[config.mk]
export PLATFORM = sky130hd
export DESIGN_NAME = dual_slope_counter
export DESIGN_NICKNAME = d
export VERILOG_FILES = /design/src/rtl/dsadc_pkg.sv /design/src/rtl/dsadc_sat_counter.sv /design/src/rtl/dual_slope_counter.sv
export SDC_FILE = /design/constraint.sdc
export NUM_CORES = 1
export LEC_CHECK = 0
export BUFFER_PORTS_ARGS = -buffer_cell sky130_fd_sc_hd__clkbuf_2
export CAP_MARGIN = 10
export CORE_UTILIZATION = 40
export DETAILED_ROUTE_END_ITERATION = 8
export GPL_ROUTABILITY_DRIVEN = 0
export GPL_TIMING_DRIVEN = 0
export PLACE_DENSITY = 0.57
export SYNTH_ARGS = -nofsm -noshare
export SYNTH_HDL_FRONTEND = slang
export SYNTH_SLANG_ARGS = --single-unit
[constraint.sdc]
create_clock -name clk -period 2.5 [get_ports clk]
set_input_delay 0.125 -clock clk [delete_from_list [all_inputs] [get_ports clk]]
set_output_delay 0.125 -clock clk [all_outputs]
set_load 0.05 [all_outputs]
[src/rtl/dsadc_pkg.sv]
// Shared state encoding and default sizing for the dual-slope ADC datapath and its control FSM.
// Constants only; no latency or backpressure.
package dsadc_pkg;

    typedef enum logic [1:0] {
        S_IDLE  = 2'b00,
        S_INTEG = 2'b01,
        S_DEINT = 2'b10,
        S_HOLD  = 2'b11
    } state_t;

    localparam int DSADC_WIDTH = 8;
    localparam int DSADC_N_INT = 200;

endpackage

[src/rtl/dsadc_sat_counter.sv]
// Saturating up-counter with sync clear, load-zero and sticky overflow; updates on the edge after inputs.
// No backpressure: increments whenever enabled, overflow records an increment attempted at full scale.
module dsadc_sat_counter #(
    parameter int WIDTH = 8
) (
    input  logic             clk,
    input  logic             rst,
    input  logic             i_clr,
    input  logic             i_enb,
    input  logic             i_ld_zero,
    output logic [WIDTH-1:0] o_cnt,
    output logic             o_sat,
    output logic             o_ovf
);

    localparam logic [WIDTH-1:0] MAX = {WIDTH{1'b1}};

    logic [WIDTH-1:0] r_cnt;
    logic             r_ovf;
    logic             w_sat;

    assign w_sat = (r_cnt == MAX);

    always_ff @(posedge clk) begin
        if (rst || i_clr) begin
            r_cnt <= '0;
            r_ovf <= 1'b0;
        end else if (i_ld_zero) begin
            r_cnt <= '0;
            r_ovf <= 1'b0;
        end else if (i_enb) begin
            if (w_sat) begin
                r_ovf <= 1'b1;
            end else begin
                r_cnt <= r_cnt + 1'b1;
            end
        end
    end

    assign o_cnt = r_cnt;
    assign o_sat = w_sat;
    assign o_ovf = r_ovf;

endmodule

[src/rtl/dual_slope_counter.sv]
// Dual-slope ADC timebase: times N_INT integration edges, counts de-integration, latches result on ld.
// Result visible the edge after ld; no backpressure, enb_cnt pauses counting, clr/rst restart.
module dual_slope_counter
    import dsadc_pkg::*;
#(
    parameter int WIDTH = DSADC_WIDTH,
    parameter int N_INT = DSADC_N_INT
) (
    input  logic             clk,
    input  logic             rst,
    input  logic             clr,
    input  logic             enb_cnt,
    input  logic             ld,
    output logic             enb_machine,
    output logic [WIDTH-1:0] dout,
    output logic             data_valid,
    output logic             res_ovf,
    output logic [1:0]       phase
);

    // N_INT may equal 2**WIDTH, so the terminal value is taken modulo the counter width.
    localparam logic [WIDTH-1:0] TERM = WIDTH'(N_INT - 1);

    state_t           r_state;
    state_t           w_state_nxt;
    logic [WIDTH-1:0] w_cnt;
    logic             w_sat;
    logic             w_ovf;
    logic             w_cnt_inc;
    logic             w_cnt_ld0;
    logic             w_load_res;
    logic [WIDTH-1:0] r_dout;
    logic             r_res_ovf;
    logic             r_data_valid;

    dsadc_sat_counter #(.WIDTH(WIDTH)) u_cnt (
        .clk       (clk),
        .rst       (rst),
        .i_clr     (clr),
        .i_enb     (w_cnt_inc),
        .i_ld_zero (w_cnt_ld0),
        .o_cnt     (w_cnt),
        .o_sat     (w_sat),
        .o_ovf     (w_ovf)
    );

    always_ff @(posedge clk) begin
        if (rst || clr) begin
            r_state <= S_IDLE;
        end else begin
            r_state <= w_state_nxt;
        end
    end

    always_comb begin
        w_state_nxt = r_state;
        w_cnt_inc   = 1'b0;
        w_cnt_ld0   = 1'b0;
        w_load_res  = 1'b0;
        case (r_state)
            S_IDLE: begin
                if (enb_cnt) begin
                    w_cnt_inc   = 1'b1;
                    w_state_nxt = S_INTEG;
                end
            end
            S_INTEG: begin
                if (enb_cnt) begin
                    if (w_cnt == TERM) begin
                        w_cnt_ld0   = 1'b1;
                        w_state_nxt = S_DEINT;
                    end else begin
                        w_cnt_inc = 1'b1;
                    end
                end
            end
            S_DEINT: begin
                // ld wins over enb_cnt so the latched value is the pre-increment count.
                if (ld) begin
                    w_load_res  = 1'b1;
                    w_state_nxt = S_HOLD;
                end else if (enb_cnt) begin
                    w_cnt_inc = 1'b1;
                end
            end
            default: begin
            end
        endcase
    end

    always_ff @(posedge clk) begin
        if (rst) begin
            r_dout       <= '0;
            r_res_ovf    <= 1'b0;
            r_data_valid <= 1'b0;
        end else begin
            r_data_valid <= 1'b0;
            if (!clr && w_load_res) begin
                r_dout       <= w_cnt;
                r_res_ovf    <= w_ovf;
                r_data_valid <= 1'b1;
            end
        end
    end

    // Both DEINT and HOLD have the MSB set, so the flag is a plain register bit.
    assign enb_machine = r_state[1];
    assign phase       = r_state;
    assign dout        = r_dout;
    assign res_ovf     = r_res_ovf;
    assign data_valid  = r_data_valid;

endmodule

; ---- Yosys cells after proc, flatten, opt, wreduce, memory -nomap -nowiden
; Cells that the tools add are included.
[totals]
regBits = 21
in_bits = 5
out_inout_bits = 13
word_cells = 41
[classes]
n_addsub = 1
n_eq_ne = 8
n_mux = 16
n_bitwise = 1
n_reduce_logical = 9
[op_table]
columns = op, count
row1 = $eq 8x8->1 const B, 2
row2 = $mux 1, 10
row3 = $add 8x1->8 const B, 1
row4 = $mux 2, 4
row5 = $ne 2x2->1 const B, 4
row6 = $pmux 2 s3, 1
row7 = $reduce_and 5->1, 1
row8 = $reduce_and 2->1, 2
row9 = $pmux 1 s3, 1
row10 = $reduce_bool 3->1, 1
row11 = $eq 2x1->1 const B, 1
row12 = $eq 2x2->1 const B, 1
row13 = $logic_not 2->1, 1
row14 = $reduce_or 2->1, 1
row15 = $logic_and 1x1->1, 1
row16 = $logic_not 1->1, 1
row17 = $logic_or 1x1->1, 1
row18 = $not 1->1, 1

; ---- Depth between registers and ports, before layout
[logic_depth]
ltp_word = 5
ltp_mapped = 7
ltp_nobuf = 7

; ---- By module
; From an unflattened synthesis, not the netlist that was laid out.
[hier_totals]
cells_unflattened = 115
hier_area_um2 = 1102.3
[by_module_without_submodules]
columns = module, n_inst, cells_each, area_each_um2, seq_area_each_um2
row1 = dual_slope_counter, 1, 62, 636.9, 240.2
row2 = dsadc_sat_counter, 1, 53, 465.4, 180.2

; ---- Worst setup path before layout
; No wires, ideal clock.
[synth_path]
kind = register to register
from = reg r_state[0] (netlist: phase[0])
to = reg u_cnt.r_cnt[1] (netlist: u_cnt.o_cnt[1])
setup_time_ps = 137
arrival_ps = 2057
t_required_ps = 2363
slack_ps = 305
path_stages_with_launch = 8
path_buffers = 0
period_less_slack_ps = 2195
cell_sequence = dfxtp_1 inv_1 ha_1 and2b_1 o31ai_1 a21oi_1 mux2i_1 nor2_1
[synth_via]
elab_chain_len = 3
word_cells_on_any_way = 7
cone_classes = eq/ne: 2 / mux: 2 / reduce/logical: 3
[synth_rtl]
columns = element, line_no
row1 = start: declaration, dual_slope_counter.sv:24  ; state_t r_state;
row2 = start signal: assignment, dual_slope_counter.sv:51  ; r_state <= w_state_nxt;
row3 = "$eq 2x2->1, or another cell as far along", dual_slope_counter.sv:60  ; case (r_state)
row4 = $pmux 1 s3 or $mux 1 (tied branches), dual_slope_counter.sv:60
row5 = $reduce_and 2->1 (no source line) or $reduce_or 2->1 (tied branches), --
row6 = end signal: assignment, dsadc_sat_counter.sv:35  ; r_cnt <= r_cnt + 1'b1;
row7 = end: declaration, dsadc_sat_counter.sv:18  ; logic [WIDTH-1:0] r_cnt;
; Several ways; a longest one is shown, not always the timed one.
; A chain may end at the register's enable or synchronous reset.

; ---- Final worst setup path
[layout_path]
from = reg r_state[0] (netlist: phase[0])
to = reg u_cnt.r_cnt[7] (netlist: u_cnt.o_cnt[7])
; Same word-level chain as after synthesis.

==> key figures <==
GRT
  – Antenna violations before repair: 0
  – Grt total ovfl: 0
  – First-pass GRT wire length: approximately 3200 µm
  – Vias in the first global route: 736
  – Largest net degree at the start of global routing: 13
  – Tot GR Track Use: 0.154

Timing
  – Final setup violation count: 0
  – Maximum clock frequency: approximately 0.48 GHz
  – Period utilization: 0.838
  – Worst Tran Pin Value: 667 ps
  – RSZ-0062 raised after global routing: no
  – Setup TNS: 0 ps
  – Worst slew margin: 0.552
  – Fin. Hold Viols: 0
  – Hold_ws: 77.0 ps
  – Final worst clock skew: 4.06 ps
  – Slew Limit Fails: 0
  – Final period demand of the worst path: between 2000 and 2500 ps

Floorplanning
  – Initial Utilization: 0.431
  – Io pins: 18
  – Die area: about 2900 µm²
  – Total core area: 2500 µm²
  – DIE WIDTH: 53.9 µm
  – Row count: 18
  – Die height: around 54 µm

Logic synthesis
  – Ys Warns: 0
  – Synthesized area: approximately 1100 µm²
  – Post-Syn Instances: 116
  – Async S/R FF share, synth: 0
  – Syn_area_per_cell: between 9 and 10 µm²
  – EDFF count, synth: 0
  – Top FF cell, synth: dfxtp_1
  – Largest cells by area after synthesis: dfxtp_1 39%, mux2i_1 9.3%, ha_1 8.1%, nor2_1 7.3%, xnor2_1 4.1%
  – Seq cells post-synth: 21
  – Synth cell types: 33
  – Synth top area share: 0.390
  – Syn nets: 128
  – Register area share after synthesis: 0.390
  – Cell taking the most area after synthesis: dfxtp_1

CTS
  – CTS Sinks: 21
  – Setup Buffers After CTS: 0
  – Clk buf depth: 2
  – CTS Buf Count: 3
  – CTS H-tree lvls: 1
  – CTS Hold Bufs: 0
  – Clk_lat worst skew: 310 ps
  – TritonCTS clock tree: done
  – Root Driver: clkbuf_4
  – Reg clk slew, reported paths: between 100 and 150 ps
  – Post_cts resized: 0

Detailed routing
  – Met2 WL: 866 µm
  – M1 WL: between 900 and 1000 µm
  – Met3 Wirelength: 61 µm
  – Initial drt markers: 8
  – Via count: 837
  – WL/cell: 11.4 µm
  – DR DRC count: 0
  – Vias/cell: 5.04
  – Routed Antenna Nets: 0
  – WL final: ~1900 µm
  – Drt pass-1 iters: 4
  – Top Layer Used: met4

Placement
  – Placed cell areas: 1190 µm²
  – Input/output buffers: 16
  – DP HPWL: between 1000 and 1500 µm
  – Placed Cells: approximately 160

Setup path
  – Setup crit start kind: flop
  – CP required: around 2700 ps
  – Flop-to-flop setup slack: 400 ps
  – CP delay by family, top: compound AO/OA/AOI/OAI gates
  – Worst path max stage delay: about 550 ps
  – Critical Path AT: 2280 ps
  – CP Cell Sequence: inv_1 > ha_1 > and2b_1 > o31ai_1 > a2111oi_0 > xnor2_1 > nor2_1
  – Buffers & Inverters on Critical Path: 1
  – Setup CP Type: flop to flop
  – Crit path max fanout: 6
  – Crit path max-delay cell type: o31ai_1
  – CP Capture Type: flop

Layout
  – Post-Layout Cell Count: 166
  – Most frequent cells in the layout: 21 x nor2_1, 21 x dfxtp_1, 16 x clkbuf_2
  – Final instance area: between 1000 and 1500 µm²
  – Layout cells sized above 1: 0.221
  – Register area: approximately 420 µm²
  – Multi-input gate area: 593 µm²
  – Fillers: between 200 and 300
  – Layout area overhead: 13.5%
  – Final layout net count: 149
  – Post-layout util: 0.489
  – N_diodes: 0

Power
  – P_leak: 0.000574 µW
  – Pwr dens: 460 nW/µm²
  – Peak VDD IR: 258 µV

Flow run
  – Max Cap Viol: 0

Status
  – Outcome: completed

Min path
  – HP Class: primary input to flop
-- power by group --
| part | internal, µW | switching [µW] | total, µW |
|---|---|---|---|
| clock | 59.8 | 107 | 167 |
| sequential | 337 | 3.91 | 341 |
| combinational | 19.5 | 33.8 | 53.3 |
| total | 417 | 145 | 562 |
-- per-layer routing --
layer,global-route usage,up-vias
li1,-,440
met4,0.0789,0
met1,0.189,378
met2,0.257,14
met5,0,-
met3,0.0254,5
-- through the flow --
step                worst slack, ps  power (µW)
detailed placement              422         403
finish                          404         562
global placement                431         402
floorplan                       305         390
global route                    202         591
CTS                             380         572
-- final timing paths --
path,cells after the start,end,startpoint
setup / recovery,7,u_cnt.o_cnt[7],phase[0]
hold / removal,2,data_valid,ld
setup reg to reg,7,u_cnt.o_cnt[7],phase[0]
hold reg to reg,2,u_cnt.o_ovf,u_cnt.o_ovf
-- area by class of cell --
type | instances | share of cell area
multi-input combinational | 85 | 0.485
clock buffer | 3 | 0.0184
timing repair buffer | 16 | 0.0655
sequential | 21 | 0.344
buffer | 6 | 0.0399
inverter | 4 | 0.0123
tap | 30 | 0.0307
clock inverter | 1 | 0.00409
-- cells in the mapped netlist, types with 2 or more instances --
library cell,instances
a211oi_1,2
a21oi_1,2
and3_1,3
buf_6,3
clkbuf_1,2
dfxtp_1,21
ha_1,7
inv_1,4
mux2i_1,10
nand2_1,8
nand3_1,5
nand4_1,3
nor2_1,21
o21ai_0,2
xnor2_1,5
-- state kept, by name, indices dropped and copies added, names as in the netlist --
name         flops
data_valid       1
dout             8
phase            2
res_ovf          1
u_cnt.o_cnt      8
u_cnt.o_ovf      1
-- cells by family (layout without fill, tap and decap cells) --
group	Yosys count	in the layout	share of synthesized area
compound gates	14	14	0.115
simple gates	49	49	0.221
mux	10	10	0.0929
xor+xnor	5	5	0.0406
flops	21	21	0.390
buf+inv	10	30	0.0592
fa+ha+maj	7	7	0.0813
No activity file was read; power rests on OpenSTA's default activity.
